**src/rtl/rggen_apb_master_bridge_if.sv**
```systemverilog
// Command, response and APB signal bundle for rggen_apb_master_bridge.
// The master modport is the bridge side. The slave modport is the host/completer environment.
interface rggen_apb_master_bridge_if #(
  parameter int ADDRESS_WIDTH = 16,
  parameter int DATA_WIDTH    = 32
);
  // valid/ready: a beat transfers on a clock edge where valid & ready are both 1.
  // A raised valid and its payload hold until that edge.
  logic                      i_cmd_valid;
  logic                      o_cmd_ready;
  logic                      i_cmd_write;
  logic [ADDRESS_WIDTH-1:0]  i_cmd_address;
  logic [DATA_WIDTH-1:0]     i_cmd_write_data;
  logic [DATA_WIDTH/8-1:0]   i_cmd_strobe;
  logic                      o_rsp_valid;
  logic                      i_rsp_ready;
  logic [DATA_WIDTH-1:0]     o_rsp_read_data;
  logic [1:0]                o_rsp_status;
  logic                      o_psel;
  logic                      o_penable;
  logic                      o_pwrite;
  logic [ADDRESS_WIDTH-1:0]  o_paddr;
  logic [DATA_WIDTH-1:0]     o_pwdata;
  logic [DATA_WIDTH/8-1:0]   o_pstrb;
  logic                      i_pready;
  logic [DATA_WIDTH-1:0]     i_prdata;
  logic                      i_pslverr;
  logic [1:0]                dbg_state;

  modport master (
    input  i_cmd_valid, i_cmd_write, i_cmd_address, i_cmd_write_data, i_cmd_strobe,
    input  i_rsp_ready, i_pready, i_prdata, i_pslverr,
    output o_cmd_ready, o_rsp_valid, o_rsp_read_data, o_rsp_status,
    output o_psel, o_penable, o_pwrite, o_paddr, o_pwdata, o_pstrb, dbg_state
  );

  modport slave (
    output i_cmd_valid, i_cmd_write, i_cmd_address, i_cmd_write_data, i_cmd_strobe,
    output i_rsp_ready, i_pready, i_prdata, i_pslverr,
    input  o_cmd_ready, o_rsp_valid, o_rsp_read_data, o_rsp_status,
    input  o_psel, o_penable, o_pwrite, o_paddr, o_pwdata, o_pstrb, dbg_state
  );
endinterface

```
**src/rtl/rggen_apb_master_bridge.sv**
```systemverilog
// APB4 requester: one command at a time becomes an APB SETUP/ACCESS transfer.
// The bridge returns read data and status on a response port and aborts a hung completer.
module rggen_apb_master_bridge #(
  parameter int          ADDRESS_WIDTH  = 16,
  parameter int          DATA_WIDTH     = 32,
  parameter int unsigned TIMEOUT_CYCLES = 256
) (
  input logic                      clk,
  input logic                      rst_n,
  rggen_apb_master_bridge_if.master bus
);
  localparam int          CW        = (TIMEOUT_CYCLES > 0) ? $clog2(TIMEOUT_CYCLES + 1) : 1;
  localparam int unsigned LAST_WAIT = (TIMEOUT_CYCLES > 0) ? TIMEOUT_CYCLES - 1 : 0;

  typedef enum logic [1:0] {
    IDLE     = 2'd0,
    SETUP    = 2'd1,
    ACCESS   = 2'd2,
    RESPONSE = 2'd3
  } state_t;

  state_t        state;
  logic [CW-1:0] wait_count;

  assign bus.dbg_state = state;

  always_ff @(posedge clk or negedge rst_n) begin
    if (!rst_n) begin
      state               <= IDLE;
      wait_count          <= '0;
      bus.o_cmd_ready     <= 1'b0;
      bus.o_rsp_valid     <= 1'b0;
      bus.o_rsp_read_data <= '0;
      bus.o_rsp_status    <= 2'b00;
      bus.o_psel          <= 1'b0;
      bus.o_penable       <= 1'b0;
      bus.o_pwrite        <= 1'b0;
      bus.o_paddr         <= '0;
      bus.o_pwdata        <= '0;
      bus.o_pstrb         <= '0;
    end else begin
      case (state)
        IDLE: begin
          bus.o_cmd_ready <= 1'b1;
          if (bus.i_cmd_valid && bus.o_cmd_ready) begin
            bus.o_cmd_ready <= 1'b0;
            bus.o_pwrite    <= bus.i_cmd_write;
            bus.o_paddr     <= bus.i_cmd_address;
            // Reads leave pwdata untouched and drive an all-zero strobe.
            if (bus.i_cmd_write) begin
              bus.o_pwdata <= bus.i_cmd_write_data;
              bus.o_pstrb  <= bus.i_cmd_strobe;
            end else begin
              bus.o_pstrb  <= '0;
            end
            bus.o_psel <= 1'b1;
            wait_count <= '0;
            state      <= SETUP;
          end
        end
        SETUP: begin
          bus.o_penable <= 1'b1;
          state         <= ACCESS;
        end
        ACCESS: begin
          if (bus.i_pready) begin
            bus.o_psel          <= 1'b0;
            bus.o_penable       <= 1'b0;
            bus.o_rsp_read_data <= (!bus.o_pwrite && !bus.i_pslverr) ? bus.i_prdata : '0;
            bus.o_rsp_status    <= bus.i_pslverr ? 2'b10 : 2'b00;
            bus.o_rsp_valid     <= 1'b1;
            state               <= RESPONSE;
          end else if ((TIMEOUT_CYCLES != 0) && (wait_count == CW'(LAST_WAIT))) begin
            // This is the last permitted stalled ACCESS cycle, so abandon the transfer.
            bus.o_psel          <= 1'b0;
            bus.o_penable       <= 1'b0;
            bus.o_rsp_read_data <= '0;
            bus.o_rsp_status    <= 2'b11;
            bus.o_rsp_valid     <= 1'b1;
            state               <= RESPONSE;
          end else begin
            wait_count <= wait_count + 1'b1;
          end
        end
        RESPONSE: begin
          if (bus.i_rsp_ready) begin
            bus.o_rsp_valid <= 1'b0;
            bus.o_cmd_ready <= 1'b1;
            state           <= IDLE;
          end
        end
        default: state <= IDLE;
      endcase
    end
  end
endmodule

```
**src/flat_wrapper.sv**
```systemverilog
// flat-port wrapper written by rule: the top's interface ports become plain ports
module rggen_apb_master_bridge_flat 
#(
  parameter int          ADDRESS_WIDTH  = 16,
  parameter int          DATA_WIDTH     = 32,
  parameter int unsigned TIMEOUT_CYCLES = 256
)
  (clk, rst_n, bus_i_cmd_valid, bus_i_cmd_write, bus_i_cmd_address, bus_i_cmd_write_data, bus_i_cmd_strobe, bus_i_rsp_ready, bus_i_pready, bus_i_prdata, bus_i_pslverr, bus_o_cmd_ready, bus_o_rsp_valid, bus_o_rsp_read_data, bus_o_rsp_status, bus_o_psel, bus_o_penable, bus_o_pwrite, bus_o_paddr, bus_o_pwdata, bus_o_pstrb, bus_dbg_state);
  rggen_apb_master_bridge_if #(.ADDRESS_WIDTH(ADDRESS_WIDTH), .DATA_WIDTH(DATA_WIDTH)) bus_i ();
  input logic clk;
  input logic rst_n;
  input wire logic [$bits(bus_i.i_cmd_valid)-1:0] bus_i_cmd_valid;
  input wire logic [$bits(bus_i.i_cmd_write)-1:0] bus_i_cmd_write;
  input wire logic [$bits(bus_i.i_cmd_address)-1:0] bus_i_cmd_address;
  input wire logic [$bits(bus_i.i_cmd_write_data)-1:0] bus_i_cmd_write_data;
  input wire logic [$bits(bus_i.i_cmd_strobe)-1:0] bus_i_cmd_strobe;
  input wire logic [$bits(bus_i.i_rsp_ready)-1:0] bus_i_rsp_ready;
  input wire logic [$bits(bus_i.i_pready)-1:0] bus_i_pready;
  input wire logic [$bits(bus_i.i_prdata)-1:0] bus_i_prdata;
  input wire logic [$bits(bus_i.i_pslverr)-1:0] bus_i_pslverr;
  output wire logic [$bits(bus_i.o_cmd_ready)-1:0] bus_o_cmd_ready;
  output wire logic [$bits(bus_i.o_rsp_valid)-1:0] bus_o_rsp_valid;
  output wire logic [$bits(bus_i.o_rsp_read_data)-1:0] bus_o_rsp_read_data;
  output wire logic [$bits(bus_i.o_rsp_status)-1:0] bus_o_rsp_status;
  output wire logic [$bits(bus_i.o_psel)-1:0] bus_o_psel;
  output wire logic [$bits(bus_i.o_penable)-1:0] bus_o_penable;
  output wire logic [$bits(bus_i.o_pwrite)-1:0] bus_o_pwrite;
  output wire logic [$bits(bus_i.o_paddr)-1:0] bus_o_paddr;
  output wire logic [$bits(bus_i.o_pwdata)-1:0] bus_o_pwdata;
  output wire logic [$bits(bus_i.o_pstrb)-1:0] bus_o_pstrb;
  output wire logic [$bits(bus_i.dbg_state)-1:0] bus_dbg_state;
  assign bus_i.i_cmd_valid = bus_i_cmd_valid;
  assign bus_i.i_cmd_write = bus_i_cmd_write;
  assign bus_i.i_cmd_address = bus_i_cmd_address;
  assign bus_i.i_cmd_write_data = bus_i_cmd_write_data;
  assign bus_i.i_cmd_strobe = bus_i_cmd_strobe;
  assign bus_i.i_rsp_ready = bus_i_rsp_ready;
  assign bus_i.i_pready = bus_i_pready;
  assign bus_i.i_prdata = bus_i_prdata;
  assign bus_i.i_pslverr = bus_i_pslverr;
  assign bus_o_cmd_ready = bus_i.o_cmd_ready;
  assign bus_o_rsp_valid = bus_i.o_rsp_valid;
  assign bus_o_rsp_read_data = bus_i.o_rsp_read_data;
  assign bus_o_rsp_status = bus_i.o_rsp_status;
  assign bus_o_psel = bus_i.o_psel;
  assign bus_o_penable = bus_i.o_penable;
  assign bus_o_pwrite = bus_i.o_pwrite;
  assign bus_o_paddr = bus_i.o_paddr;
  assign bus_o_pwdata = bus_i.o_pwdata;
  assign bus_o_pstrb = bus_i.o_pstrb;
  assign bus_dbg_state = bus_i.dbg_state;
  rggen_apb_master_bridge #(.ADDRESS_WIDTH(ADDRESS_WIDTH), .DATA_WIDTH(DATA_WIDTH), .TIMEOUT_CYCLES(TIMEOUT_CYCLES)) u_core (.clk(clk), .rst_n(rst_n), .bus(bus_i));
endmodule
```
**config.mk**
```make
export PLATFORM = sky130hd
export DESIGN_NAME = rggen_apb_master_bridge_flat
export DESIGN_NICKNAME = d
export VERILOG_FILES = /design/src/rtl/rggen_apb_master_bridge_if.sv /design/src/rtl/rggen_apb_master_bridge.sv /design/src/flat_wrapper.sv
export SDC_FILE = /design/constraint.sdc
export NUM_CORES = 1
export LEC_CHECK = 0
export CAP_MARGIN = 20
export CORE_AREA = 4 4 82 104
export CTS_CLUSTER_DIAMETER = 30
export CTS_CLUSTER_SIZE = 12
export DETAILED_ROUTE_END_ITERATION = 6
export DIE_AREA = 0 0 86 108
export DONT_BUFFER_PORTS = 1
export PLACE_DENSITY = 0.73
export SYNTH_ARGS = -nofsm -noshare
export SYNTH_HDL_FRONTEND = slang
export SYNTH_SLANG_ARGS = --single-unit
```
**constraint.sdc**
```tcl
create_clock -name clk -period 1.9 [get_ports clk]
set_input_delay 0.285 -clock clk [delete_from_list [all_inputs] [get_ports clk]]
set_output_delay 0.285 -clock clk [all_outputs]
set_load 0.01 [all_outputs]
```
After elaboration in Yosys (flattened, before gate mapping) --
Cells that the tools add are included.
Word-level totals: register bits after elaboration 102, input port bits 91, output and inout bits 93
Operators by class: add/subtract/negate cells 1, equal/unequal tests 9, mux-type cells 27, reduce and logical (&&, ||, !) cells 19
Operator list (count):
- two-way mux 32 bit | 3
- two-way mux 9 bit | 3
- one-hot mux 9 bit (2 select lines) | 1
- two-way mux 2 bit | 6
- AND reduction 3 bit | 4
- nonzero test 2 bit | 5
- adder 9 x 1 -> 9 bit (second input constant) | 1
- equality test 9 x 8 -> 1 bit (second input constant) | 1
- two-way mux 1 bit | 8
- one-hot mux 1 bit (2 select lines) | 4
- one-hot mux 2 bit (4 select lines) | 1
- AND reduction 2 bit | 4
- != test 2 bit (second input constant) | 3
- equality test 2 bit (second input constant) | 2
- two-way mux 4 bit | 1
- AND reduction 4 bit | 1
- != test 3 x 2 -> 1 bit (second input constant) | 1
- equality test 2 x 1 -> 1 bit (second input constant) | 1
- logical AND 1 bit | 2
- logical NOT 1 bit | 2
- logical NOT 2 bit | 1
- != test 2 x 1 -> 1 bit (second input constant) | 1

Depth between registers and ports, before layout --
Gate-level depths: netlist (run 1).
word-level depth 4, depth in mapped cells 9

Worst setup path before layout (run 1) --
OpenSTA, ideal clock, no wires.
kind reg-to-reg, start register u_core.wait_count[0], end register u_core.wait_count[4], library setup time 0.134 ns, arrival 1.778 ns, data required time 1.766 ns, setup slack -0.012 ns, stages on the path, launching flop included 10, buffers on the path 2, period minus slack after synthesis 1.912 ns, path through dfrtp_1 -> ha_1 -> nand3_1 -> nor3_1 -> ha_1 -> buf_2 -> o21ai_2 -> and3_1 -> buf_6 -> a31oi_4
On the way: longest elaborated chain between the ends 4, elaborated cells between the ends (all ways) 7, those cells by class add/sub: 1; eq/ne: 2; mux: 3; reduce/logical: 1
RTL lines:
- from (decl) | RTL line rggen_apb_master_bridge.sv:23 | logic [CW-1:0] wait_count;
- from (signal assigned) | RTL line rggen_apb_master_bridge.sv:82 | wait_count <= wait_count + 1'b1;
- adder 9 x 1 -> 9 bit | RTL line rggen_apb_master_bridge.sv:82
- two-way mux 9 bit | RTL line rggen_apb_master_bridge.sv:73 | end else if ((TIMEOUT_CYCLES != 0) && (wait_count == CW'(LAST_WAIT))) begin
- two-way mux 9 bit | RTL line rggen_apb_master_bridge.sv:66 | if (bus.i_pready) begin
- one-hot mux 9 bit (2 select lines) | RTL line rggen_apb_master_bridge.sv:42 | case (state)
Several ways; a longest one is shown, not always the timed one. The select of a mux whose other input is x is not followed. A chain may end at the register's enable or synchronous reset.

Worst setup path in the final report (run 1) --
start register u_core.wait_count[0], end register u_core.wait_count[0]
Same word-level chain as after synthesis.

==> implementation parameters, run 1 <==
Parameter                              Value

Outcome
  Status    complete, but fails checks
  Failing checks    hold timing

Finish
  ANT cells    0
  Leading cell types in the layout, fill and taps excluded    102 x dfrtp_1, 48 x mux2_2, 33 x a22o_1
  Number of nets in the final layout    405
  Share of final-layout standard cells stronger than drive strength 1    33.4%
  Number of filler cells placed in the layout    581
  Most common cell after layout, fill and taps aside    dfrtp_1
  Final standard cell utilization of the core    60.6%
  Area used by multi-input combinational logic    1510 um2
  Filler-free cell count of the finished design    409
  Synth-to-layout area growth    11.4%
  Area taken by flip-flops and latches    2550 um2

Synth
  Simple-gate area share of the yosys netlist    5.99%
  Synth top area cells    dfrtp_1 62%, mux2_2 13%, a22o_1 7.0%
  Cell count after synthesis    292
  Most used DFF post-synth    dfrtp_1
  Number of flops mapped to enable cells by yosys    0
  Share of the synthesized area in the top cell type    61.7%
  Dominant combinational cell family by area after synthesis    multiplexers
  Yosys warning total    0
  Adder-cell share of the synthesized area    1.51%
  Fraction of the mapped netlist area in compound gates    13.7%
  Count of state elements after synthesis    102
  Post-synthesis sequential area ratio    61.7%
  Mux share of post-synthesis cell area    14.1%
  Library cell occupying the most area in the post-synthesis netlist    dfrtp_1
  XOR/XNOR Fraction of Synth Area    0%
  Number of unique standard cell types used by synthesis    37
  Post-synthesis area per instance    14.2 um2
  Mapped Area    4140 um2
  Proportion of synthesized flip-flops having asynchronous set or reset    100%
  Syn nets    388

Routing
  Average routed wire per standard cell    21.3 um
  Via count    2466
  DR iter-0 viols    102
  Via count normalized by instance count    6.03
  Remaining DRCs    0
  Total wire length after detailed routing    8730 um
  Number of nets with antenna violations after routing    0
  Number of iterations in the first detailed-routing pass    4

CTS
  Clock net sink count    102
  Number of buffers inserted by hold repair at cts    1
  Cell at the root of the clock tree    clkbuf_8
  Worst-Skew Late Latency    370 ps
  Total CTS buffers    9
  CTS H-tree depth    3
  TritonCTS clock tree    done
  Maximum buffer depth of the clock tree    2
  Clock Pin Slew Worst Setup and Hold Paths    110 ps

Worst setup path
  Largest fanout on the critical path    5
  Worst endpoint data arrival time    2090 ps
  Path type of the worst setup path    register to register
  Critical path startpoint category    register
  Length in cells of the worst reg-to-reg path    9
  R2R Setup Slk    110 ps
  Critical Path RT    2200 ps
  Crit. End Element    register
  Worst R2R Start    u_core.wait_count[0]
  Critical R2R Capture    u_core.wait_count[0]

Global route
  Number of global-route vias before repair    2595
  Total overflow reported by the global router    0
  Pin count of the biggest net entering global routing    103
  Wire length of the first global-routing pass    13000 um
  Total GRT Usage    18.4%
  Initial antenna violation count    0

Power and ir drop
  Post-route total power    7.85 mW
  Clock network fraction of total power    17.8%
  Reg power frac    54.7%
  Total power per unit cell area    1700 nW/um2
  Leak Pwr    2.08 nW
  Combinational Power Share    27.5%
  Switching Fraction    36.8%
  VDD IR max    0.00102 V
  Total net switching power    2.89 mW
  Internal power summed over all cells    4.96 mW

Timing
  Final hold slack    -403 ps
  Sum of negative setup slack    0 ps
  Highest Clock Rate    558 MHz
  Worst clock skew    11.5 ps
  Post-route setup slack    108 ps
  Tmin final    1790 ps
  Hold Violations, Final    102
  Period utilisation layout    94.3%
  Worst Tran Pin Value    331 ps
  # setup viols final    0
  Max Transition Viols Final    0
  Slew headroom    77.9%
  Unrepaired setup endpoints after global routing    no

Placement
  Final estimated routing congestion in global placement    0.840
  Pre-CTS WS    -152 ps
  Number of instances in the placed design    386
  Total of buffers placed on input and output ports    0
  HPWL after detailed placement    6240 um

Floorplanning
  Starting density of the core    54.4%
  I/O pin count    184
  Total die area    9290 um2
  Die Wd    86 um
  Height of the chip    108 um
  Cell row count    36
  Core area    7610 um2

Flow run
  Max Cap Viol    0

Worst hold path
  Type of the tightest min-delay check    primary input to asynchronous set/reset pin
## routing by layer
| layer | vias up | share of wire, % | GRT usage, % | routed length (um) |
|---|---|---|---|---|
| met4 | 0 | 2.1 | 8.71 | 184 |
| met3 | 15 | 7.9 | 5.79 | 693 |
| met5 | - | 0 | 0 | 0 |
| met2 | 113 | 55 | 31.3 | 4770 |
| met1 | 1243 | 35 | 20.9 | 3080 |
| li1 | 1095 | - | - | - |
## registers in the layout, indices dropped and copies added (netlist names)
signal	cells
u_core.bus.o_pstrb	4
u_core.bus.o_pwrite	1
u_core.bus.o_pwdata	32
u_core.bus.dbg_state	2
u_core.bus.o_rsp_status	2
u_core.bus.o_psel	1
u_core.wait_count	9
u_core.bus.o_paddr	16
u_core.bus.o_cmd_ready	1
u_core.bus.o_penable	1
u_core.bus.o_rsp_read_data	32
u_core.bus.o_rsp_valid	1
## cell type report
cell class	count	share of cell area [%]
clock buffer	9	2.69
inverter	6	0.489
multi-input combinational	167	32.7
clock inverter	7	1.79
timing repair buffer	23	4.42
tap	95	2.58
sequential	102	55.4
## cell families after synthesis
family,Yosys count
AO/OA/AOI/OAI,66
adder cells (fa/ha/maj),5
buffers and inverters,23
flip-flops,102
multiplexers,51
AND/OR/NAND/NOR,45
## worst max path at each step
stage,start,end,slack (ps),depth (start not counted)
floorplan,u_core.wait_count[0],u_core.wait_count[7],10,8
global placement,u_core.wait_count[0],u_core.wait_count[2],-40,7
detailed placement,u_core.wait_count[0],u_core.wait_count[3],-150,7
CTS,u_core.wait_count[0],u_core.bus.o_rsp_read_data[11],10,7
global route,u_core.wait_count[0],u_core.bus.dbg_state[1],20,8
finish,u_core.wait_count[0],u_core.wait_count[0],110,9
## what timing repair did
| item | 4_1_cts | 5_1_grt |
|---|---|---|
| hold endpoints to repair | 103 | 102 |
| pin swaps | 1 | 6 |
| gates resized for setup | 5 | 3 |
| endpoints found under the setup margin | 43 | 40 |
| setup buffers | 0 | 6 |
## critical path: stages (launching register included)
cell     delay, ps
dfrtp_1        410
ha_2           200
nand3_2         90
nor3_2          40
ha_2           220
nor3b_4        230
buf_4          180
buf_4          110
nand2_1        100
mux2i_4        140
## stage by stage
stage | hold WS (ps) | instance area (um2)
5_1_grt | -434 | 4610
4_1_cts | -424 | 4550
6_report | -403 | 4610
3_3_place_gp | -8.56 | 4310
3_5_place_dp | -8.48 | 4310
2_1_floorplan | -10.6 | 4150
## cells in the mapped netlist, types with 3 or more instances
cell / number
dfrtp_1: 102
nor2_1: 3
a31oi_1: 3
nand2_1: 22
o22a_1: 4
a41oi_1: 4
a31oi_4: 3
buf_6: 3
buf_2: 12
mux2_2: 48
a22o_1: 33
o21ai_0: 9
ha_1: 5
inv_1: 6
nand3_1: 3
and3_1: 3
## power groups by stage
stage / Clock [mW] / Sequential [mW] / Combinational, mW
2_1_floorplan: 0 / 4.12 / 1.71
3_3_place_gp: 0 / 4.34 / 2.00
3_5_place_dp: 0 / 4.34 / 2.10
4_1_cts: 1.43 / 4.32 / 2.12
5_1_grt: 1.52 / 4.40 / 2.39
6_report: 1.40 / 4.29 / 2.16
No activity file was read; power rests on OpenSTA's default activity.
==> inputs of run 2 (changes only) <==
- ABC_AREA: default -> 1
- CORE_AREA: 4 4 82 104 -> 4 4 83 105
- DIE_AREA: 0 0 86 108 -> 0 0 87 109
- TNS_END_PERCENT: default -> 50
==> implementation parameters, run 2 <==
Parameter                              Value

Outcome
  Status    complete, but fails checks
  Failing checks    hold timing

Timing
  Tmin final    1760 ps
  Slew headroom    65.0%
  Max Transition Viols Final    0
  Final hold slack    -388 ps
  Hold Violations, Final    102
  # setup viols final    0
  Worst clock skew    9.84 ps
  Highest Clock Rate    567 MHz
  Worst Tran Pin Value    525 ps
  Period utilisation layout    92.8%

Worst setup path
  Worst endpoint data arrival time    1990 ps
  Setup crit start    u_core.wait_count[1]
  Largest fanout on the critical path    5
  Worst R2R Start    u_core.wait_count[1]
  Path type of the worst setup path    register to register
  Worst Setup EP    u_core.bus.o_penable
  Critical R2R Capture    u_core.bus.o_penable
  Length in cells of the worst reg-to-reg path    11
  Worst path cell trace    ha_2 -> nand3_2 -> nor2_4 -> nand2_2 -> nor2_2 -> ha_2 -> inv_1 -> nand2_1 -> inv_1 -> o21ai_0 -> o21ai_0
  Highest-delay cell along the critical path    dfrtp_1
  R2R Setup Slk    140 ps
  Critical path startpoint category    register
  Delay contributed by the slowest stage of the critical path    370 ps
  Crit. End Element    register
  Critical Path RT    2120 ps

Placement
  HPWL after detailed placement    6890 um
  Number of instances in the placed design    560
  Final estimated routing congestion in global placement    0.811
  Total of buffers placed on input and output ports    0

Synth
  Count of state elements after synthesis    102
  Proportion of synthesized flip-flops having asynchronous set or reset    100%
  Number of unique standard cell types used by synthesis    24
  Most numerous cell types in the synthesized netlist    237 x nand2_1, 102 x dfrtp_1, 42 x nand3_1, 16 x inv_1
  Top-count cell post-synth    nand2_1
  Mapped Area    4220 um2
  Number of flops mapped to enable cells by yosys    0
  Share of the synthesized area in the top cell type    60.5%
  Synth top area cells    dfrtp_1 60%, nand2_1 21%, nand3_1 5.0%
  Mux share of post-synthesis cell area    0%
  Dominant combinational cell family by area after synthesis    simple AND/OR/NAND/NOR gates
  Post-synthesis sequential area ratio    60.5%
  Most used DFF post-synth    dfrtp_1
  XOR/XNOR Fraction of Synth Area    0%
  Simple-gate area share of the yosys netlist    29.7%
  Post-synthesis area per instance    8.94 um2
  Fraction of the mapped netlist area in compound gates    3.41%
  Syn nets    568
  Cell count after synthesis    472
  Yosys warning total    0
  Adder-cell share of the synthesized area    1.48%
  Library cell occupying the most area in the post-synthesis netlist    dfrtp_1

Global route
  Number of global-route vias before repair    3069
  Wire length of the first global-routing pass    15200 um
  Pin count of the biggest net entering global routing    103
  Total GRT Usage    20.6%
  Initial antenna violation count    0
  Total overflow reported by the global router    0

Finish
  Leading cell types in the layout, fill and taps excluded    234 x nand2_1, 102 x dfrtp_1, 40 x nand3_1
  Area used by multi-input combinational logic    1500 um2
  Area taken by flip-flops and latches    2550 um2
  Number of nets in the final layout    575
  Filler-free cell count of the finished design    579
  Registers with the most flip-flops    u_core.bus.o_pwdata: 32 flops, u_core.bus.o_rsp_read_data: 32 flops, u_core.bus.o_paddr: 16 flops
  Share of final-layout standard cells stronger than drive strength 1    12.4%
  Most common cell after layout, fill and taps aside    nand2_1
  Number of filler cells placed in the layout    657
  Final standard cell utilization of the core    59.5%
  Synth-to-layout area growth    8.48%
  ANT cells    0

Routing
  Number of iterations in the first detailed-routing pass    4
  Remaining DRCs    0
  Number of nets with antenna violations after routing    0
  DR iter-0 viols    203
  Via count normalized by instance count    5.35
  Via count    3099
  Average routed wire per standard cell    16.8 um
  Total wire length after detailed routing    9730 um

CTS
  TritonCTS clock tree    done
  CTS H-tree depth    3
  Clock net sink count    102
  Cell at the root of the clock tree    clkbuf_8
  Clock Pin Slew Worst Setup and Hold Paths    100 ps
  Total CTS buffers    9
  Maximum buffer depth of the clock tree    2
  Worst-Skew Late Latency    360 ps

Floorplanning
  Cell row count    36
  Die Wd    87 um
  Core area    7700 um2
  Starting density of the core    54.8%
  Height of the chip    109 um
  I/O pin count    184
  Total die area    9480 um2

Flow run
  Max Cap Viol    0

Worst hold path
  Type of the tightest min-delay check    primary input to asynchronous set/reset pin

Power and ir drop
  Total power per unit cell area    1660 nW/um2
  Leak Pwr    2.45 nW
  VDD IR max    0.000824 V
  Post-route total power    7.60 mW
[run 2: final cells by class]
| cell class | instances | area share (%) |
|---|---|---|
| multi-input combinational | 330 | 32.7 |
| clock inverter | 7 | 1.58 |
| tap | 95 | 2.60 |
| sequential | 102 | 55.7 |
| timing repair buffer | 15 | 2.73 |
| clock buffer | 9 | 2.70 |
| inverter | 21 | 1.94 |
[run 2: worst min-delay path by stage]
stage | startpoint | to | slack [ps] | depth (start not counted)
after floorplan | rst_n | u_core.bus.dbg_state[0] | -10 | 0
after global placement | rst_n | u_core.bus.o_paddr[7] | -8 | 0
after detailed placement | rst_n | u_core.bus.o_paddr[5] | -8 | 0
after CTS | rst_n | u_core.bus.o_rsp_read_data[1] | -410 | 0
after global routing | rst_n | u_core.bus.o_rsp_read_data[16] | -430 | 0
final | rst_n | u_core.bus.o_paddr[5] | -390 | 0
[run 2: worst max-delay path: cells and delay by family (launching register included)]
family                   cells  cell delay [ps]
AND/OR/NAND/NOR              5              490
AO/OA/AOI/OAI                2              230
adder cells (fa/ha/maj)      2              390
buffers and inverters        2              150
flip-flops                   1              370
[run 2: stage by stage]
stage	setup slack [ps]	TNS, ps	cell area [um2]
finish	137	0	4580
global route	-26.4	-41.0	4580
CTS	23.0	0	4510
detailed placement	-86.5	-1710	4310
global placement	15.6	0	4310
floorplan	152	0	4220
[run 2: cell families after synthesis]
group,count (synthesis)
buffers and inverters,40
AO/OA/AOI/OAI,23
adder cells (fa/ha/maj),5
AND/OR/NAND/NOR,302
flip-flops,102
[run 2: power breakdown]
part,internal [mW],switching (mW)
clock network,0.616,0.745
logic,0.738,1.27
registers,3.10,1.13
total,4.46,3.14
[run 2: metal layers]
layer	vias to the layer above	part of all wire [%]	track usage, %
met5	-	0	0
met4	0	1.7	7.35
met3	17	9.9	7.18
met2	141	50	33.7
met1	1456	38	25.2
li1	1485	-	-
[run 2: timing repair]
item                                    4_1_cts  5_1_grt
pin swaps                                     0        9
endpoints found under the hold margin       102      102
resized for setup                             1       16
setup buffers                                 0        3
endpoints found under the setup margin       33       46
==> inputs of run 3 (changes only) <==
- CORE_AREA: 4 4 83 105 -> 3 3 82 104
- DIE_AREA: 0 0 87 109 -> 0 0 85 107
- REMOVE_ABC_BUFFERS: default -> 1
==> implementation parameters, run 3 (same netlist as run 2, synthesis figures left out) <==
Parameter                              Value

Outcome
  Status    complete, but fails checks
  Failing checks    hold timing

Worst setup path
  R2R Setup Slk    60 ps
  Length in cells of the worst reg-to-reg path    12
  Critical path startpoint category    register
  Largest fanout on the critical path    9
  Path type of the worst setup path    register to register
  Critical Path RT    2180 ps
  Worst R2R Start    u_core.wait_count[1]
  Crit. End Element    register
  Critical R2R Capture    u_core.wait_count[2]
  Setup crit start    u_core.wait_count[1]
  Worst endpoint data arrival time    2120 ps

Floorplanning
  Core area    7700 um2
  Height of the chip    107 um
  Total die area    9100 um2
  Cell row count    36
  Die Wd    85 um
  I/O pin count    184
  Starting density of the core    54.8%

Routing
  Via count    3054
  DR iter-0 viols    175
  Average routed wire per standard cell    16.2 um
  Total wire length after detailed routing    9270 um
  Remaining DRCs    0
  Number of iterations in the first detailed-routing pass    4
  Via count normalized by instance count    5.32
  Number of nets with antenna violations after routing    0

Power and ir drop
  VDD IR max    0.000849 V
  Internal power summed over all cells    4.46 mW
  Total power per unit cell area    1660 nW/um2
  Combinational Power Share    26.0%
  Reg power frac    56.1%
  Clock network fraction of total power    17.9%
  Total net switching power    3.10 mW
  Switching Fraction    41.0%
  Leak Pwr    2.43 nW

Placement
  Total of buffers placed on input and output ports    0
  Final estimated routing congestion in global placement    0.805
  HPWL after detailed placement    6500 um
  Placed Instance Area    4300 um2

Worst hold path
  Type of the tightest min-delay check    primary input to asynchronous set/reset pin

Global route
  Initial antenna violation count    0
  Pin count of the biggest net entering global routing    103
  Met2 demand-to-capacity share in global routing    32.6%
  Wire length of the first global-routing pass    14500 um
  Met3 global-route usage    7.53%
  Total overflow reported by the global router    0
  Number of global-route vias before repair    2981
  Total GRT Usage    20.1%
  Met1 track utilization from global routing    24.4%
  Layer with the highest usage    met2

Timing
  Period utilisation layout    96.6%
  Hold Violations, Final    102
  Worst clock skew    11.9 ps
  Slew headroom    65.1%
  Highest Clock Rate    545 MHz
  Worst Tran Pin Value    523 ps
  Max Transition Viols Final    0
  Final hold slack    -393 ps
  # setup viols final    0
  Tmin final    1840 ps

CTS
  Cell at the root of the clock tree    clkbuf_8
  Total CTS buffers    9
  CTS H-tree depth    3
  TritonCTS clock tree    done
  Clock Pin Slew Worst Setup and Hold Paths    100 ps
  Maximum buffer depth of the clock tree    2
  Worst-Skew Late Latency    360 ps
  Clock net sink count    102

Finish
  Synth-to-layout area growth    7.71%
  Share of final-layout standard cells stronger than drive strength 1    10.2%
  Most common cell after layout, fill and taps aside    nand2_1
  Leading cell types in the layout, fill and taps excluded    236 x nand2_1, 102 x dfrtp_1, 41 x nand3_1
  Post-route cell area    4550 um2
  Number of filler cells placed in the layout    661
  Number of nets in the final layout    571
  Final standard cell utilization of the core    59.0%
  Registers with the most flip-flops    u_core.bus.o_pwdata: 32 flops, u_core.bus.o_rsp_read_data: 32 flops, u_core.bus.o_paddr: 16 flops
  ANT cells    0

Flow run
  Max Cap Viol    0
[run 3: changes by cell type in the layout (fill, tap and decap cells not counted), moves of 2 or more]
cell	delta
buf_4	-4
clkbuf_1	+2
clkinv_2	-2
nand2_1	+2
nand2_2	-3
nand3_2	-2
[run 3: what timing repair did]
action / in CTS / in global routing
setup endpoints to repair: 33 / 47
resized for setup: 1 / 17
endpoints found under the hold margin: 102 / 102
pin swaps: 0 / 5
buffers inserted: 0 / 1
[run 3: worst max-delay path by stage]
stage,end,cells after the start
floorplan,u_core.bus.o_pwdata[0],7
global placement,u_core.bus.o_rsp_valid,10
detailed placement,u_core.bus.o_rsp_read_data[31],11
CTS,u_core.wait_count[2],12
global route,u_core.bus.o_rsp_read_data[10],11
finish,u_core.wait_count[2],12
[run 3: worst max-delay path, cell delays in order (launching register included)]
cell,delay (ps)
dfrtp_1,400
ha_2,230
nand3_4,100
nor2_4,130
nand2_1,80
nor2_2,100
ha_2,200
nand2_2,80
nand2_4,160
nor2_8,80
inv_6,90
nand2_1,50
o21ai_1,70
[run 3: layout make-up]
cell class	count	area, um2	share of cell area [%]
Clock buffer	12	145	3.19
Clock inverter	3	43.8	0.963
Inverter	21	93.8	2.06
Multi-Input combinational cell	330	1500	32.9
Sequential cell	102	2550	56.1
Tap cell	95	119	2.61
Timing Repair Buffer	11	95.1	2.09
[run 3: stage by stage]
step / cells / power [mW] / setup WS [ps] / TNS (ps)
after floorplan: 453 / 5.48 / 69.2 / 0
after global placement: 558 / 6.07 / 16.9 / 0
after detailed placement: 558 / 6.17 / -63.1 / -1510
after CTS: 573 / 7.52 / 8.63 / 0
after global routing: 574 / 8.10 / -48.5 / -960
final: 574 / 7.56 / 64.8 / 0
[run 3: layer usage]
layer / vias up / share of wire [%]
met1: 1431 / 38
met5: - / 0
li1: 1478 / -
met3: 13 / 9.6
met4: 0 / 1.5
met2: 132 / 51
[run 3: power by group through the flow]
| stage | clock [mW] | combinational, mW | sequential, mW |
|---|---|---|---|
| after global routing | 1.48 | 2.28 | 4.34 |
| after floorplan | 0 | 1.42 | 4.06 |
| after detailed placement | 0 | 1.90 | 4.27 |
| after global placement | 0 | 1.79 | 4.27 |
| after CTS | 1.38 | 1.89 | 4.25 |
| final | 1.36 | 1.97 | 4.24 |
